==> config.mk <==
export PLATFORM = sky130hd
export DESIGN_NAME = hazard_ctrl
export DESIGN_NICKNAME = d
export VERILOG_FILES = /design/src/rtl/hazard_ctrl_pkg.sv /design/src/rtl/hazard_cmp.sv /design/src/rtl/hazard_ctrl.sv
export SDC_FILE = /design/constraint.sdc
export NUM_CORES = 1
export LEC_CHECK = 0
export BUFFER_PORTS_ARGS = -buffer_cell sky130_fd_sc_hd__buf_2
export CELL_PAD_IN_SITES_DETAIL_PLACEMENT = 1
export CELL_PAD_IN_SITES_GLOBAL_PLACEMENT = 2
export CORE_MARGIN = 1
export CORE_UTILIZATION = 30
export CTS_CLUSTER_DIAMETER = 100
export CTS_CLUSTER_SIZE = 14
export DETAILED_ROUTE_END_ITERATION = 10
export PLACE_DENSITY_LB_ADDON = 0.2
export RECOVER_POWER = 25
export SLEW_MARGIN = 5
export SYNTH_ARGS = -nofsm -noshare
export SYNTH_HDL_FRONTEND = slang
export SYNTH_SLANG_ARGS = --single-unit
==> constraint.sdc <==
create_clock -name clk -period 2.7 [get_ports clk]
set_input_delay 0.675 -clock clk [delete_from_list [all_inputs] [get_ports clk]]
set_output_delay 0.675 -clock clk [all_outputs]
set_load 0.05 [all_outputs]
==> src/rtl/hazard_ctrl_pkg.sv <==
// Shared pipeline definitions: hazard FSM state encoding and the zero-register constant.
package hazard_ctrl_pkg;

    typedef enum logic {
        StRun,
        StMdWait
    } hc_state_e;

    localparam logic [4:0] ZeroReg = 5'd0;

endpackage

==> src/rtl/hazard_cmp.sv <==
// Source/destination register comparator for load-use detection; also used by forwarding.
module hazard_cmp
    import hazard_ctrl_pkg::*;
(
    input  logic [4:0] src_rs,
    input  logic [4:0] src_rt,
    input  logic       src_uses_rt,
    input  logic       dst_valid,
    input  logic [4:0] dst_reg,
    output logic       hit
);

    // $zero is never a real dependency.
    assign hit = dst_valid && (dst_reg != ZeroReg) &&
                 ((dst_reg == src_rs) || (src_uses_rt && (dst_reg == src_rt)));

endmodule

==> src/rtl/hazard_ctrl.sv <==
// Stall/flush control for PC, IF/ID and ID/EX: load-use stalls, redirect squash,
// and front-end stall while a mult/div occupies EX.
module hazard_ctrl
    import hazard_ctrl_pkg::*;
#(
    parameter int unsigned MD_LATENCY = 4,
    parameter int unsigned PERF_W     = 32
) (
    input  logic              clk,
    input  logic              rst_n,
    input  logic [4:0]        id_rs,
    input  logic [4:0]        id_rt,
    input  logic              id_uses_rt,
    input  logic              id_branch_taken,
    input  logic              id_jump,
    input  logic              id_md,
    input  logic              ex_mem_read,
    input  logic [4:0]        ex_rt,
    output logic              pc_hold,
    output logic              if_id_hold,
    output logic              if_flush,
    output logic              id_ex_bubble,
    output logic              md_busy,
    output logic [PERF_W-1:0] perf_stalls
);

    localparam int unsigned     CntW    = $clog2(MD_LATENCY);
    localparam logic [CntW-1:0] CntLoad = CntW'(MD_LATENCY - 1);
    localparam logic [CntW-1:0] CntLast = CntW'(1);

    hc_state_e         state_q, state_d;
    logic [CntW-1:0]   md_cnt_q, md_cnt_d;
    logic [PERF_W-1:0] perf_q;

    logic lu;
    logic redirect;
    logic pc_hold_c, if_id_hold_c, if_flush_c, bubble_c;

    hazard_cmp u_cmp (
        .src_rs      (id_rs),
        .src_rt      (id_rt),
        .src_uses_rt (id_uses_rt),
        .dst_valid   (ex_mem_read),
        .dst_reg     (ex_rt),
        .hit         (lu)
    );

    assign redirect = id_branch_taken | id_jump;

    always_comb begin
        state_d      = state_q;
        md_cnt_d     = md_cnt_q;
        pc_hold_c    = 1'b0;
        if_id_hold_c = 1'b0;
        if_flush_c   = 1'b0;
        bubble_c     = 1'b0;
        unique case (state_q)
            StRun: begin
                if (lu) begin
                    // Redirect/md wait: they are re-seen once the load has left EX.
                    pc_hold_c    = 1'b1;
                    if_id_hold_c = 1'b1;
                    bubble_c     = 1'b1;
                end else begin
                    if (redirect) begin
                        if_id_hold_c = 1'b1;
                        if_flush_c   = 1'b1;
                    end
                    if (id_md) begin
                        state_d  = StMdWait;
                        md_cnt_d = CntLoad;
                    end
                end
            end
            StMdWait: begin
                pc_hold_c    = 1'b1;
                if_id_hold_c = 1'b1;
                bubble_c     = 1'b1;
                md_cnt_d     = md_cnt_q - CntLast;
                if (md_cnt_q == CntLast) begin
                    state_d = StRun;
                end
            end
            default: begin
                state_d  = StRun;
                md_cnt_d = '0;
            end
        endcase
    end

    // Reset must silence the pipeline controls without waiting for a clock edge.
    assign pc_hold      = rst_n & pc_hold_c;
    assign if_id_hold   = rst_n & if_id_hold_c;
    assign if_flush     = rst_n & if_flush_c;
    assign id_ex_bubble = rst_n & bubble_c;
    assign md_busy      = (state_q == StMdWait);
    assign perf_stalls  = perf_q;

    always_ff @(posedge clk or negedge rst_n) begin
        if (!rst_n) begin
            state_q  <= StRun;
            md_cnt_q <= '0;
            perf_q   <= '0;
        end else begin
            state_q  <= state_d;
            md_cnt_q <= md_cnt_d;
            if (pc_hold_c && (perf_q != {PERF_W{1'b1}})) begin
                perf_q <= perf_q + 1'b1;
            end
        end
    end

endmodule

Word level (Yosys, flattened, before mapping):

Index checks and enable logic that the tools add are counted.

* flip-flop bits (word level): 35
* bits of input ports: 22
* output and inout bits: 37
* word-level logic and storage cells: 37

* $add $sub $neg: 2
* eq/ne operators: 6
* multiplexer cells: 14
* bitwise logic cells: 5
* reduce and logical (&&, ||, !) cells: 7

Operator list (number)
* $add 32x1->32 const B: 1
* $ne 32x32->1 const B: 1
* $eq 5x5->1: 2
* $mux 1: 8
* $pmux 1 s2: 3
* $reduce_bool 5->1: 1
* $logic_and 1x1->1: 4
* $mux 2: 2
* $ne 2x2->1 const B: 2
* $pmux 2 s2: 1
* $and 1x1->1: 3
* $eq 2x1->1 const B: 1
* $reduce_and 2->1: 1
* $sub 2x1->2 const B: 1
* $logic_or 1x1->1: 1
* $not 1->1: 1
* $or 1x1->1: 1

Depth between registers and ports, before layout:

Gate-level depths: netlist (run 1).

* depth after elaboration: 7
* depth in mapped cells: 8

Cells and area by module:

From an unflattened synthesis (run 1), not the netlist that was laid out.

* cells, all modules: 186
* area total of the unflattened synthesis: 1881.8 um2

By module, submodules not included
* hazard_ctrl: instances 1, cells an instance 169, area an instance 1749.2 um2
* hazard_cmp: instances 1, cells an instance 17, area an instance 132.6 um2

Worst setup path after synthesis (run 1):

No wires, ideal clock.

* kind: input -> output
* start: in ex_rt[0]
* end: out if_flush
* data arrival time: 2.324 ns
* slack: -0.299 ns
* stages on the path: 4
* buffers on the path: 0
* path through: or4_1 o21ai_0 o21ai_1 nor2_1

* cells in the longest elaborated chain, start to end: 7
* elaborated cells between the ends (all ways): 10
* those cells by class: eq/ne (2); mux (2); bitwise (1); reduce/logical (5)

RTL lines
* start: declaration: line hazard_ctrl.sv:18 `input logic [4:0] ex_rt,`
* $eq 5x5->1: line hazard_cmp.sv:15 `((dst_reg == src_rs) || (src_uses_rt && (dst_reg == src_rt)));`
* $logic_and 1x1->1: line hazard_cmp.sv:15
* $logic_or 1x1->1: line hazard_cmp.sv:15
* $logic_and 1x1->1 *: line hazard_cmp.sv:14 `assign hit = dst_valid && (dst_reg != ZeroReg) &&`
* $mux 1 *: line hazard_ctrl.sv:59 `if (lu) begin`
* $mux 1 *: line hazard_ctrl.sv:57 `unique case (state_q)`
* $and 1x1->1 *: line hazard_ctrl.sv:94 `assign if_flush = rst_n & if_flush_c;`
* end: declaration: line hazard_ctrl.sv:21 `output logic if_flush,`

Mark *: on every way between the ends. The rest lies on a longest branch, timed or not.

Worst setup path after layout (run 1):

* start: in ex_rt[3]
* end: out if_id_hold

* cells in the longest elaborated chain, start to end: 7
* elaborated cells between the ends (all ways): 10
* those cells by class: eq/ne (2); mux (2); bitwise (1); reduce/logical (5)

RTL lines
* $eq 5x5->1: line hazard_cmp.sv:15
* $logic_and 1x1->1: line hazard_cmp.sv:15
* $logic_or 1x1->1: line hazard_cmp.sv:15
* $logic_and 1x1->1 *: line hazard_cmp.sv:14
* $mux 1 *: line hazard_ctrl.sv:59
* $pmux 1 s2 *: line hazard_ctrl.sv:57
* $and 1x1->1 *: line hazard_ctrl.sv:93 `assign if_id_hold = rst_n & if_id_hold_c;`
* end: declaration: line hazard_ctrl.sv:20 `output logic if_id_hold,`

Marks and branches as above.

==> summary.md, run 1 <==
| Metric | Value |
|---|---|
| Tightest Pin Transition | 1.92 ns |
| First-pass GRT wire length | 7910 µm |
| Final WL | 4880 µm |
| Critical-path top delay cell | or4_4 |
| Post-DRT Antenna Nets | 0 |
| Hold_buf cts | 0 |
| Clock Pin Slew Worst Setup and Hold Paths | approximately 0.070 ns |
| Final Hold Fails | 0 |
| CP Launch Point | ex_rt[3] |
| Row Count | 28 |
| Critical-path maximum fanout | 4 |
| Crit-path max cell delay | approximately 0.54 ns |
| Number of global-route vias before repair | 1602 |
| Largest net degree at the start of global routing | 36 |
| Setup Viol. Count Final | 1 |
| PortBufs | 58 |
| Final period utilization | 101% |
| Failing checks | max-capacitance violations, max-slew violations, negative setup slack |
| TritonCTS clock tree | done |
| Critical path, cell by cell | buf_6 > or4_4 > o21ai_4 > o21ai_4 > o31a_1 > buf_6 |
| Hold depth | 1 |
| Sequential area share after synthesis | a little under half |
| Fin worst setup slack | -0.0147 ns |
| Place WS | -0.0663 ns |
| Detailed placement HPWL | about 3600 µm |
| WP data arrival | around 2.0 ns |
| CORE AREA | 5960 µm² |
| Initial DRT Pass Iterations | 6 |
| Starting Density | 31.4% |
| Placed Area | roughly 2300 µm² |
| Mapped Cells | 184 |
| Fin crit period | ~2.7 ns |
| Worst Hold Launch | perf_stalls[10] |
| Cell area after layout | approximately 2500 µm² |
| Slew Viols, Final | 36 |
| Root buffer cell | clkbuf_8 |
| Synth unique cells | 37 |
| Final Skew | 0.00475 ns |
| F_max | 368 MHz |
| Via Count | approximately 1.6k |
| Synth Register Bits | 35 |
| Wire per inst | approximately 15 µm |
| Grt total ovfl | 0 |
| Die ar. | around 6500 µm² |
| Reg2Reg Depth | 7 |
| WS Path Type | in2out |
| Hold Path Class | reg2reg |
| P_leak | ~1.3 nW |
| Worst EP required | 2.03 ns |
| CTS Sinks | 35 |
| Status | finished with violations |
| Proportion of layout cells with a drive suffix above 1 | 35.9% |
| I/O Pins | 59 |
| Mapped Area | between 1500 and 2000 µm² |
| Inst Count DP | between 300 and 400 |
| CP endpoint kind | output pin |
| Final cell count without fillers | approximately 330 |
| Worst R2R Start | perf_stalls[0] |
| Critical Path Source Type | input port |
| GR Util All Layers | 16.0% |
| Longest Clk Path Bufs | 2 |
| Mapped Nets | 208 |
| MaxCap Viol Count | 1 |
| Worst-Skew Late Latency | between 0.2 and 0.3 ns |
| Die width | 80.9 µm |
| Initial drt markers | 33 |
| Initial antenna violation count | 0 |
| Number of diodes | 0 |
| Via density | 4.92 |
| RSZ-0062 raised after global routing | true |
| GPL Wtd Cong | between 0.6 and 0.7 |
| Most frequent cells in the layout | buf_2 (52), dfrtp_1 (35), xor2_1 (22) |
| Nets@finish | 282 |
| Area Overhead vs Synth | 35.3% |
| Most common cell after layout, fill and taps aside | buf_2 |
| Total power | 0.00195 W |
| Number of buffers created by CTS | 5 |
| Mean Syn Cell Area | 10.2 µm² |
| Chip Height | between 80 and 90 µm |
| Worst Hold Margin | 0.486 ns |
| P per Cell Area | just under 800 nW/µm² |
| Slew HR | -28.2% |
| YS warnings | 0 |
| H-tree levels | 2 |
| Post-route DRC | 0 |
| Maximum VDD drop | roughly 0.00033 V |
==> critical path, delay by kind of cell <==
| kind | cells | cell delay (ns) |
|---|---|---|
| buffers and inverters | 2 | 0.24 |
| AND/OR/NAND/NOR | 1 | 0.54 |
| AO/OA/AOI/OAI | 3 | 0.57 |
==> layer usage <==
metal  global-route usage (%)  vias up  routed length [µm]
li1                         -      789                   -
met1                     21.6      805                2310
met2                     24.7       43                2290
met3                     4.38        5                 232
met4                     4.82        0                  51
met5                        0        -                   0
==> per-stage QoR <==
stage,TNS (ns),utilization [%]
2_1_floorplan,0,-
5_1_grt,-0.0982,42.4
3_3_place_gp,-0.0562,38.9
6_report,-0.0147,42.4
3_5_place_dp,-0.176,38.9
4_1_cts,-0.00780,41.1
==> cells in the mapped netlist, drive strengths merged <==
library cell	instances	area (µm²)
and3	6	37.5
o21ai	3	15.0
or4b	1	13.8
a21oi	1	5.00
nor4	11	68.8
nor3	10	50.1
nand4b	1	8.76
ha	2	25.0
and2	2	12.5
o22a	1	8.76
and4	5	45.0
xor2	22	193
mux2i	1	10.0
buf	3	20.0
nor2	7	26.3
or3	2	12.5
nand2	15	56.3
o21a	1	7.51
clkbuf	3	12.5
o211ai	1	7.51
o31a	1	8.76
xnor2	19	174
or2	1	6.26
inv	8	30.0
a2bb2oi	1	8.76
o221ai	1	8.76
or4	1	7.51
nand3	13	70.1
dfrtp	35	876
mux2	1	11.3
nand4	5	31.3
==> logic make-up (layout without fill, tap and decap cells) <==
logic type,Yosys count,after routing,synth area share [%]
muxes,2,2,1.14
adders and majority gates,2,2,1.34
AOI/OAI and AO/OA,10,10,3.75
xor gates and xnor gates,41,41,19.6
DFF,35,35,46.9
and+or+nand+nor,80,80,23.9
buffers and inverters,14,89,3.35
==> worst paths after layout <==
kind | endpoint | slack [ns]
min | perf_stalls[10] | 0.49
min reg2reg | perf_stalls[10] | 0.49
max | if_id_hold | -0.01
min in group asynchronous | perf_stalls[27] | 1.16
max reg2reg | perf_stalls[1] | 0.45
max in group asynchronous | perf_stalls[29] | 0.42
==> where the power goes <==
part	leakage [nW]	internal (W)	switching (W)
clock network	0.0612	0.000299	0.000193
logic	0.800	0.000255	0.000511
registers	0.452	0.000600	0.0000926
total	1.31	0.00115	0.000797
==> flip-flops by register name (all words and copies together) (netlist names) <==
| name | flops |
|---|---|
| perf_stalls | 32 |
| md_cnt_q | 2 |
| md_busy | 1 |
==> what timing repair did <==
action                                  in CTS  in global routing
endpoints found under the setup margin       3                  4
resized for setup                            4                 11
buffers inserted                             0                  3
pin swaps                                    0                  6
==> cell type report <==
| cell class | count | area, µm² |
|---|---|---|
| Fill cell | 693 | 3430 |
| Multi-Input combinational cell | 135 | 981 |
| Sequential cell | 35 | 876 |
| Timing Repair Buffer | 73 | 429 |
| Tap cell | 75 | 93.8 |
| Clock buffer | 6 | 82.6 |
| Clock inverter | 2 | 35.0 |
| Inverter | 8 | 30.0 |
(Power assumes the default switching activity.)
==> inputs of run 2 (changes only) <==
--- a/config.mk
+++ b/config.mk
@@ -5,14 +5,14 @@
 export SDC_FILE = /design/constraint.sdc
 export NUM_CORES = 1
 export LEC_CHECK = 0
-export BUFFER_PORTS_ARGS = -buffer_cell sky130_fd_sc_hd__buf_2
 export CELL_PAD_IN_SITES_DETAIL_PLACEMENT = 1
 export CELL_PAD_IN_SITES_GLOBAL_PLACEMENT = 2
 export CORE_MARGIN = 1
-export CORE_UTILIZATION = 30
+export CORE_UTILIZATION = 37
 export CTS_CLUSTER_DIAMETER = 100
 export CTS_CLUSTER_SIZE = 14
 export DETAILED_ROUTE_END_ITERATION = 10
+export DONT_BUFFER_PORTS = 1
 export PLACE_DENSITY_LB_ADDON = 0.2
 export RECOVER_POWER = 25
 export SLEW_MARGIN = 5
==> summary.md, run 2 (synthesis gave the netlist of run 1 again) <==
| Metric | Value |
|---|---|
| H-tree levels | 2 (unchanged) |
| RSZ-0062 raised after global routing | false (was true) |
| Max reg flops | 32 (unchanged) |
| Final WL | 4700 µm (was 4880 µm) |
| CP Launch Point | ex_rt[0] (was ex_rt[3]) |
| WS Path Type | in2out (unchanged) |
| Cell-internal power | 0.00101 W (was 0.00115 W) |
| Post-DRT Antenna Nets | 0 (unchanged) |
| CTS Sinks | 35 (unchanged) |
| Initial DRT Pass Iterations | 4 (was 6) |
| Row Count | 25 (was 28) |
| Power share of the clock group | 20.7% (was 25.2%) |
| CORE AREA | 4790 µm² (was 5960 µm²) |
| Via density | 5.24 (was 4.92) |
| Post-route DRC | 0 (unchanged) |
| Fillers | 550 (was 693) |
| Area Overhead vs Synth | 22.8% (was 35.3%) |
| Hold Path Class | in2async (was reg2reg) |
| Die ar. | 5340 µm² (was 6550 µm²) |
| GR Util All Layers | 19.5% (was 16.0%) |
| Worst R2R Setup Slack | 0.42 ns (was 0.45 ns) |
| Slew Viols, Final | 0 (was 36) |
| CP endpoint kind | output pin (unchanged) |
| TritonCTS clock tree | done (unchanged) |
| R2R Path End | perf_stalls[1] (unchanged) |
| Worst EP required | 2.03 ns (about the same) |
| Final Hold Fails | 0 (unchanged) |
| F_max | 382 MHz (was 368 MHz) |
| P_leak | 1.13 nW (was 1.31 nW) |
| Worst R2R Start | perf_stalls[1] (was perf_stalls[0]) |
| Nets@finish | 245 (was 282) |
| Maximum VDD drop | 0.000461 V (was 0.000334 V) |
| Setup Viol. Count Final | 0 (was 1) |
| Number of diodes | 0 (unchanged) |
| Root buffer cell | clkbuf_8 (unchanged) |
| Fin crit period | 2.62 ns (was 2.71 ns) |
| Clock Pin Slew Worst Setup and Hold Paths | 0.07 ns (about the same) |
| Via Count | 1514 (was 1642) |
| Starting Density | 39.0% (was 31.4%) |
| Seq. cell area | 876 µm² (unchanged) |
| Die width | 73.1 µm (was 80.9 µm) |
| Comb pwr share | 41.2% (was 39.3%) |
| GPL Wtd Cong | 0.813 (was 0.688) |
| Flop pwr share | 38.1% (was 35.5%) |
| PortBufs | 0 (was 58) |
| Area occupied by multi-input gates | 940 µm² (was 981 µm²) |
| Proportion of layout cells with a drive suffix above 1 | 23.4% (was 35.9%) |
| Longest Clk Path Bufs | 2 (unchanged) |
| Final period utilization | 96.9% (was 101%) |
| Critical Path Source Type | input port (unchanged) |
| WP data arrival | 1.94 ns (was 2.04 ns) |
| Largest net degree at the start of global routing | 39 (was 36) |
| Number of global-route vias before repair | 1610 (was 1602) |
| Reg2Reg Depth | 7 (unchanged) |
| First-pass GRT wire length | 7910 µm (about the same) |
| P per Cell Area | 771 nW/µm² (was 772 nW/µm²) |
| Crit path to | if_id_hold (unchanged) |
| Chip Height | 73.1 µm (was 80.9 µm) |
| Setup TNS | 0 ns (was -0.0147 ns) |
| Switching power | 0.000753 W (was 0.000797 W) |
| Switching Fraction | 42.6% (was 40.8%) |
| MaxCap Viol Count | 0 (was 1) |
| Final Skew | 0.00728 ns (was 0.00475 ns) |
| Critical-path maximum fanout | 4 (unchanged) |
| Number of buffers created by CTS | 5 (unchanged) |
| Tightest Pin Transition | 0.555 ns (was 1.92 ns) |
| Initial antenna violation count | 0 (unchanged) |
| Grt total ovfl | 0 (unchanged) |
| Fin util | 47.9% (was 42.4%) |
| Most frequent cells in the layout | dfrtp_1 (35), buf_4 (35), xor2_1 (22) (was buf_2 (52), dfrtp_1 (35), xor2_1 (22)) |
| I/O Pins | 59 (unchanged) |
| Wire per inst | 16.3 µm (was 14.6 µm) |
| Status | finished, final reports clean (was finished with violations) |
| Initial drt markers | 67 (was 33) |
| Slew HR | 63.0% (was -28.2%) |
| Detailed placement HPWL | 3640 µm (was 3650 µm) |
| Worst-Skew Late Latency | 0.29 ns (about the same) |
## run 2: changes by cell type in the layout (fill, tap and decap cells not counted), sizes merged
| cell | previous run | this run |
|---|---|---|
| bufinv | 1 | 0 |
| buf | 71 | 36 |
| clkbuf | 8 | 7 |
## run 2: power groups by stage
stage / clock (W) / combinational [W] / sequential, W
4_1_cts: 0.000382 / 0.000737 / 0.000674
3_5_place_dp: 0 / 0.000733 / 0.000686
5_1_grt: 0.000406 / 0.000777 / 0.000683
3_3_place_gp: 0 / 0.000712 / 0.000679
2_1_floorplan: 0 / 0.000321 / 0.000884
6_report: 0.000367 / 0.000727 / 0.000673
## run 2: through the flow
step                      area (µm²)  hold slack, ns  instances  power (W)  worst slack (ns)
after detailed placement        2210           0.380        281    0.00142            0.0551
after global routing            2290          0.0575        289    0.00187           0.00324
after floorplan                 1880           0.379        184    0.00120            0.0222
after global placement          2210           0.381        281    0.00139            0.0868
final                           2290          0.0754        289    0.00177            0.0836
after CTS                       2290          0.0665        289    0.00179            0.0542
## run 2: worst min-delay path by stage
| stage | to | startpoint | slack, ns |
|---|---|---|---|
| 4_1_cts | perf_stalls[25] | rst_n | 0.07 |
| 6_report | perf_stalls[25] | rst_n | 0.08 |
| 2_1_floorplan | md_busy | rst_n | 0.38 |
| 5_1_grt | perf_stalls[8] | rst_n | 0.06 |
| 3_3_place_gp | perf_stalls[26] | rst_n | 0.38 |
| 3_5_place_dp | perf_stalls[25] | rst_n | 0.38 |
## run 2: routing by layer
metal  vias to the layer above  routed length [µm]  global-route usage [%]
li1                        716                   -                       -
met1                       750                2070                    24.9
met2                        44                2320                    32.2
met3                         4                 285                    5.80
met4                         0                  30                    4.58
met5                         -                   0                       0
## run 2: final cells by class
cell class / count / share of cell area, %
Inverter: 8 / 1.31
Tap cell: 67 / 3.66
Multi-Input combinational cell: 135 / 41.0
Sequential cell: 35 / 38.2
Timing Repair Buffer: 36 / 12.3
Clock buffer: 7 / 3.33
Clock inverter: 1 / 0.218
## run 2: repair_timing
| item | in CTS | in global routing |
|---|---|---|
| endpoints found under the hold margin | 0 | 0 |
| setup buffers | 0 | 0 |
| setup endpoints to repair | 0 | 1 |
| hold buffers | 0 | 0 |
| gates resized for setup | 0 | 1 |
## run 2: critical path, stage by stage
cell     delay (ns)
or4_1          0.51
o21ai_1        0.21
o21ai_2        0.13
o31a_2         0.42
==> inputs of run 3 (changes only) <==
--- a/config.mk
+++ b/config.mk
@@ -15,6 +15,7 @@
 export DONT_BUFFER_PORTS = 1
 export PLACE_DENSITY_LB_ADDON = 0.2
 export RECOVER_POWER = 25
+export SETUP_SLACK_MARGIN = 0.15
 export SLEW_MARGIN = 5
 export SYNTH_ARGS = -nofsm -noshare
 export SYNTH_HDL_FRONTEND = slang
==> summary.md, run 3 (synthesis gave the netlist of run 1 again) <==
| Metric | Value |
|---|---|
| F_max | 390 MHz (was 382 MHz) |
| Initial drt markers | 81 (was 67) |
| Clock Pin Slew Worst Setup and Hold Paths | 0.07 ns (about the same) |
| Final period utilization | 95.0% (was 96.9%) |
| Number of diodes | 0 (unchanged) |
| Row Count | 25 (unchanged) |
| Power share of the clock group | 22.8% (was 20.7%) |
| Grt total ovfl | 0 (unchanged) |
| Switching power | 0.000783 W (was 0.000753 W) |
| Initial antenna violation count | 0 (unchanged) |
| Maximum VDD drop | 0.000379 V (was 0.000461 V) |
| Setup TNS | 0 ns (unchanged) |
| TritonCTS clock tree | done (unchanged) |
| R2R Path End | perf_stalls[15] (was perf_stalls[1]) |
| Starting Density | 39.0% (unchanged) |
| Fin worst setup slack | 0.135 ns (was 0.0836 ns) |
| Worst R2R Start | perf_stalls[8] (was perf_stalls[1]) |
| Critical-path top delay cell | or4_4 (was or4_1) |
| Hold_buf cts | 0 (unchanged) |
| Comb pwr share | 42.6% (was 41.2%) |
| Final WL | 5000 µm (was 4700 µm) |
| Fin util | 50.2% (was 47.9%) |
| Most frequent cells in the layout | buf_4 (42), dfrtp_1 (35), xor2_1 (22) (was dfrtp_1 (35), buf_4 (35), xor2_1 (22)) |
| Wire per inst | 17.0 µm (was 16.3 µm) |
| CP endpoint kind | output pin (unchanged) |
| Final Skew | 0.00611 ns (was 0.00728 ns) |
| CORE AREA | 4790 µm² (unchanged) |
| First-pass GRT wire length | 8200 µm (was 7910 µm) |
| Area Overhead vs Synth | 28.6% (was 22.8%) |
| Cell-internal power | 0.00110 W (was 0.00101 W) |
| Tightest Pin Transition | 0.458 ns (was 0.555 ns) |
| Critical Path Source Type | input port (unchanged) |
| Fillers | 538 (was 550) |
| Slew Viols, Final | 0 (unchanged) |
| Initial DRT Pass Iterations | 4 (unchanged) |
| Worst-Skew Late Latency | 0.29 ns (about the same) |
| I/O Pins | 59 (unchanged) |
| Die width | 73.1 µm (unchanged) |
| RSZ-0062 raised after global routing | true (was false) |
| Number of global-route vias before repair | 1698 (was 1610) |
| P_leak | 1.19 nW (was 1.13 nW) |
| H-tree levels | 2 (unchanged) |
| Chip Height | 73.1 µm (unchanged) |
| WP data arrival | 1.89 ns (was 1.94 ns) |
| Post-route DRC | 0 (unchanged) |
| Worst EP required | 2.03 ns (about the same) |
| Setup Viol. Count Final | 0 (unchanged) |
| CTS Sinks | 35 (unchanged) |
| Max reg flops | 32 (unchanged) |
| Hold Path Class | in2async (unchanged) |
| Final Hold Fails | 0 (unchanged) |
| PortBufs | 0 (unchanged) |
| Status | finished, final reports clean (unchanged) |
| Via Count | 1569 (was 1514) |
| P per Cell Area | 782 nW/µm² (was 771 nW/µm²) |
| Switching Fraction | 41.7% (was 42.6%) |
| Longest Clk Path Bufs | 2 (unchanged) |
| Proportion of layout cells with a drive suffix above 1 | 28.1% (was 23.4%) |
| Worst R2R Setup Slack | 0.50 ns (was 0.42 ns) |
| Root buffer cell | clkbuf_8 (unchanged) |
| Slew HR | 69.2% (was 63.0%) |
| Fin crit period | 2.57 ns (was 2.62 ns) |
| GR Util All Layers | 20.6% (was 19.5%) |
| Crit-path max cell delay | 0.52 ns (was 0.51 ns) |
| Number of buffers created by CTS | 5 (unchanged) |
| Reg2Reg Depth | 7 (unchanged) |
| Nets@finish | 251 (was 245) |
| Critical path, cell by cell | or4_4 > o21ai_4 > o21ai_4 > buf_4 > nor2_4 (was or4_1 > o21ai_1 > o21ai_2 > o31a_2) |
| MaxCap Viol Count | 0 (unchanged) |
| Detailed placement HPWL | 3780 µm (was 3640 µm) |
| Flop pwr share | 34.5% (was 38.1%) |
| GPL Wtd Cong | 0.778 (was 0.813) |
| Critical-path maximum fanout | 5 (was 4) |
| Most common cell on crit path | o21ai_4 |
| Most common cell after layout, fill and taps aside | buf_4 |
| Largest net degree at the start of global routing | 39 (unchanged) |
| Die ar. | 5340 µm² (unchanged) |
| WS Path Type | in2out (unchanged) |
| Place WS | 0.0709 ns (was 0.0551 ns) |
| Via density | 5.32 (was 5.24) |
| Post-DRT Antenna Nets | 0 (unchanged) |
[run 3: per-layer routing]
layer | vias to the layer above | global-route usage, % | share of wire [%]
met1 | 784 | 24.3 | 42
li1 | 727 | - | -
met2 | 54 | 35.2 | 51
met3 | 4 | 8.01 | 6.0
met4 | 0 | 5.01 | 0.88
met5 | - | 0 | 0
[run 3: critical path: cells and delay by family]
kind | cells | cell delay (ns)
AND/OR/NAND/NOR | 2 | 0.79
buffers and inverters | 1 | 0.15
AO/OA/AOI/OAI | 2 | 0.27
[run 3: power groups by stage]
stage | combinational, W | clock, W | sequential, W
finish | 0.000801 | 0.000429 | 0.000649
global route | 0.000864 | 0.000466 | 0.000659
CTS | 0.000799 | 0.000438 | 0.000650
detailed placement | 0.000779 | 0 | 0.000661
global placement | 0.000747 | 0 | 0.000655
floorplan | 0.000340 | 0 | 0.000884
[run 3: metrics by stage]
stage | instances | hold slack (ns) | instance area [µm²] | total power (W)
detailed placement | 282 | 0.380 | 2240 | 0.00144
global route | 295 | 0.0437 | 2400 | 0.00199
finish | 295 | 0.0678 | 2400 | 0.00188
CTS | 293 | 0.0614 | 2360 | 0.00189
floorplan | 184 | 0.379 | 1920 | 0.00122
global placement | 282 | 0.380 | 2240 | 0.00140
[run 3: worst max path at each step]
stage	startpoint	to	slack, ns	cells past startpoint
2_1_floorplan	ex_rt[0]	pc_hold	0.14	5
3_3_place_gp	ex_rt[0]	if_id_hold	0.13	4
3_5_place_dp	ex_rt[0]	pc_hold	0.07	5
4_1_cts	ex_rt[4]	if_id_hold	0.1	4
5_1_grt	ex_rt[4]	if_flush	0.11	5
6_report	ex_rt[4]	if_flush	0.13	5
[run 3: what timing repair did]
action | 4_1_cts | 5_1_grt
pin swaps | 5 | 7
setup endpoints to repair | 3 | 3
resized for setup | 0 | 3
buffers inserted | 3 | 2
gates cloned | 0 | 0
[run 3: area by class of cell]
cell class                 count  area (µm²)  share of cell area, %
clock buffer                   8         100                   4.17
inverter                       8        30.0                   1.25
multi-input combinational    135         997                   41.5
sequential                    35         876                   36.5
tap                           67        83.8                   3.49
timing repair buffer          42         315                   13.1
